===== src/rtl/alu_operand_stage.sv =====
// Operand fetch / writeback stage wrapped around an external combinational ALU.
// EX registers feed the ALU; WB registers capture its result and update the register file.
module alu_operand_stage #(
  parameter int unsigned DATA_W = 32,
  parameter int unsigned NREGS  = 16,
  parameter int unsigned IDX_W  = 4
) (
  input  logic              clk,
  input  logic              rst_n,
  input  logic              stall,
  input  logic              req_valid,
  output logic              req_ready,
  input  logic [IDX_W-1:0]  req_rs1,
  input  logic [IDX_W-1:0]  req_rs2,
  input  logic [IDX_W-1:0]  req_rd,
  input  logic [3:0]        req_sel,
  output logic [DATA_W-1:0] alu_a,
  output logic [DATA_W-1:0] alu_b,
  output logic [3:0]        alu_sel,
  input  logic [DATA_W-1:0] alu_result,
  input  logic              alu_carry,
  output logic              wb_valid,
  output logic [IDX_W-1:0]  wb_rd,
  output logic [DATA_W-1:0] wb_data,
  output logic              carry_flag
);

  logic [DATA_W-1:0] regs [NREGS];
  logic              ex_valid;
  logic [IDX_W-1:0]  ex_rd;
  logic [DATA_W-1:0] op_a;
  logic [DATA_W-1:0] op_b;
  logic              accept;

  assign req_ready = !stall;
  assign accept    = req_valid && !stall;

  // The op in EX is younger than anything in the register file, so its result wins.
  always_comb begin
    op_a = regs[req_rs1];
    if (req_rs1 == '0)
      op_a = '0;
    else if (ex_valid && (ex_rd == req_rs1))
      op_a = alu_result;
  end

  always_comb begin
    op_b = regs[req_rs2];
    if (req_rs2 == '0)
      op_b = '0;
    else if (ex_valid && (ex_rd == req_rs2))
      op_b = alu_result;
  end

  always_ff @(posedge clk or negedge rst_n) begin
    if (!rst_n) begin
      regs       <= '{default: '0};
      alu_a      <= '0;
      alu_b      <= '0;
      alu_sel    <= '0;
      ex_valid   <= 1'b0;
      ex_rd      <= '0;
      wb_valid   <= 1'b0;
      wb_rd      <= '0;
      wb_data    <= '0;
      carry_flag <= 1'b0;
    end else if (!stall) begin
      if (accept) begin
        alu_a    <= op_a;
        alu_b    <= op_b;
        alu_sel  <= req_sel;
        ex_rd    <= req_rd;
        ex_valid <= 1'b1;
      end else begin
        ex_valid <= 1'b0;
      end

      // Writes to r0 are dropped but still produce a visible writeback pulse.
      if (ex_valid) begin
        if (ex_rd != '0)
          regs[ex_rd] <= alu_result;
        wb_rd      <= ex_rd;
        wb_data    <= alu_result;
        carry_flag <= alu_carry;
        wb_valid   <= 1'b1;
      end else begin
        wb_valid <= 1'b0;
      end
    end
  end

endmodule


===== config.mk =====
export PLATFORM = sky130hd
export DESIGN_NAME = alu_operand_stage
export DESIGN_NICKNAME = d
export VERILOG_FILES = /design/src/rtl/alu_operand_stage.sv
export SDC_FILE = /design/constraint.sdc
export NUM_CORES = 1
export LEC_CHECK = 0
export ABC_AREA = 1
export CORE_ASPECT_RATIO = 0.9
export CORE_MARGIN = 1
export CORE_UTILIZATION = 55
export DETAILED_ROUTE_END_ITERATION = 6
export GPL_ROUTABILITY_DRIVEN = 0
export PLACE_DENSITY = 0.77
export SLEW_MARGIN = 20
export SYNTH_ARGS = -nofsm -noshare
export SYNTH_HDL_FRONTEND = slang
export SYNTH_SLANG_ARGS = --single-unit

===== constraint.sdc =====
create_clock -name clk -period 3.3 [get_ports clk]
set_input_delay 0.66 -clock clk [delete_from_list [all_inputs] [get_ports clk]]
set_output_delay 0.66 -clock clk [all_outputs]
set_load 0.01 [all_outputs]

==> reports/results.ini <==
[run_status]
outcome = finished clean

[final_layout]
syn_to_final_growth_pct = 12.4
instances_no_fill = 5810
utilization = 0.626
drive_gt1_frac = 0.0470
final_area_um2 = 38400
fin_nets = 5028

[drt]
top_layer = met5
post_drt_wl_per_cell_um = 19.6
vias = 33700
met3RoutedLength_mm = 13.6
m1WireLength_mm = 44.9
wl_mm = 114
routed_via_density = 5.80
drc = 0
drt_first_pass_iters = 7
ant_nets = 0
drtIter0Drc = 4488
wl_met2_mm = 49.8

[worst_hold_path]
hold_depth = 0
hold_path_class = register to register

[sta]
hold-worst-slack_ps = 373
report.final.slew_viol_count = 0
hold_viol_final = 0
tns_ps = 0
fin_skew_ps = 29.3
fmax_ghz = 0.406
finalWorstSetupSlack_ps = 836
worst_slew_pin_slew_ps = 931
fin_crit_sh = 0.747
rsz0062_at_grt = false
relSlewSlack = 0.379
fin_crit_ps = 2460
setup_viol = 0

[global_routing]
grt.total_usage = 0.363
overflow = 0
grt_max_degree = 151
grt_pass1_wl_mm = 178
antenna_found_initial = 2
grt_pass1_vias = 31800

[power]
vdd_drop_max_mv = 0.391
leakage_nw = 20.2
power_density_nw_per_um2 = 663
power_mw = 25.5

[place]
place_area_um2 = 36200
hpwlAfterDp_mm = 68.3
dp_cells = 5695
portBuffers = 159
dp_slack_ps = 501

[die]
dieArea_um2 = 63200
num_rows = 86
die_w_um = 265
io_pins = 160
fp.dieH_um = 239
start_util = 0.557
core_area_um2 = 61300

[clocking]
ctsHtreeMaxLevel = 3
numCtsBuffers = 69
clockBufferDepth = 3
cts_tree = built
cts_sinks = 623
post-cts-setup-buffers = 0
clk_pin_slew_worst_paths_ps = 50
clock_latency_ps = 630
cts_root_buf = clkbuf_16

[yosys]
yosysMostFrequentCell = nand2_1
synthesis.area_per_instance_um2 = 6.77
synth-async-reset-ratio = 1.00
syn_nets = 5100
synthCells = 5047
synth_cell_types = 20
synth_area_um2 = 34200
synth_ff_type = dfrtp_1
synth_area_leaders = dfrtp_1 (46%), nand2_1 (23%), nand3_1 (9.0%), o21ai_0 (7.1%), inv_1 (5.5%)
ys_ff_latch = 623
synth_common_cells = nand2_1 (2105), dfrtp_1 (623), nand3_1 (616)
ys_warn_count = 0
synth_largest_area_cell = dfrtp_1
netlist.area_leader.share = 0.456
synth-seq-area-share = 0.456
synth_edf_count = 0

[critical_path]
endpoint_kind = primary output
worstPathMaxFanout = 4
worstRegToRegCells = 9
critPathKind = input port to primary output
cp-start-kind = input port
worstPathRequired_ps = 2640
arrival_ps = 1800

[run]
cap_viol_max_count = 0

-- kinds of logic after synthesis --
kind of cell	synth area share
buffers and inverters	0.105
flip-flops	0.456
AND/OR/NAND/NOR	0.339
AO/OA/AOI/OAI	0.100
-- critical path: stages --
cell and delay, ps:
clkdlybuf4s50_1 440, inv_2 140, clkdlybuf4s50_1 560
-- report_power, final --
group	total [mW]	leakage (nW)	internal [mW]	switching, mW
combinational	6.77	11.0	2.56	4.21
clock	7.69	1.09	4.52	3.18
sequential	11.0	8.07	9.77	1.23
-- repair_timing --
item / in CTS / in global routing
gates resized for setup: 0 / 0
hold buffers: 1 / 0
endpoints found under the hold margin: 18 / 0
-- final cells by class --
type,count,area (µm²)
Antenna cell,1,2.50
Fill cell,5503,22900
Timing Repair Buffer,251,2620
Clock buffer,98,2010
Clock inverter,15,183
Inverter,513,1940
Multi-Input combinational cell,3517,15100
Tap cell,792,991
Sequential cell,623,15600
-- path summary, 6_finish.rpt --
kind / start / to / slack (ps)
max in group asynchronous: rst_n / regs[124]$_DFFE_PN0P_ / 1610
hold / removal: regs[511]$_DFFE_PN0P_ / regs[511]$_DFFE_PN0P_ / 370
setup / recovery: stall / req_ready / 840
hold reg to reg: regs[511]$_DFFE_PN0P_ / regs[511]$_DFFE_PN0P_ / 370
setup reg to reg: ex_rd[2]$_DFFE_PN0P_ / alu_b[16]$_DFFE_PN0P_ / 1100
min in group asynchronous: rst_n / regs[302]$_DFFE_PN0P_ / 520
-- flip-flops by register name, indices dropped and copies added (netlist names) --
signal	flops
carry_flag	1
alu_a	32
alu_b	32
wb_data	32
ex_rd	4
regs	512
alu_sel	4
wb_rd	4
wb_valid	1
ex_valid	1
-- placed cells by master, fill, tap and decap left out, types with 9 or more instances in the layout --
master	n
nand3_1	613
buf_4	65
nor2_1	132
clkdlybuf4s50_1	150
nand2_2	13
nand2_1	2093
dfrtp_1	623
clkbuf_8	13
clkbuf_16	71
clkbuf_1	14
o211ai_1	65
clkinv_2	9
buf_12	27
o21ai_0	483
inv_1	502
a21oi_1	66
o21ai_1	37
-- metal layers --
layer  up-vias  global-route usage
met2      2162               0.561
met5         -                   0
met1     15600               0.487
li1      15600                   -
met4         4               0.170
met3       392              0.0807
(Power assumes the default switching activity.)
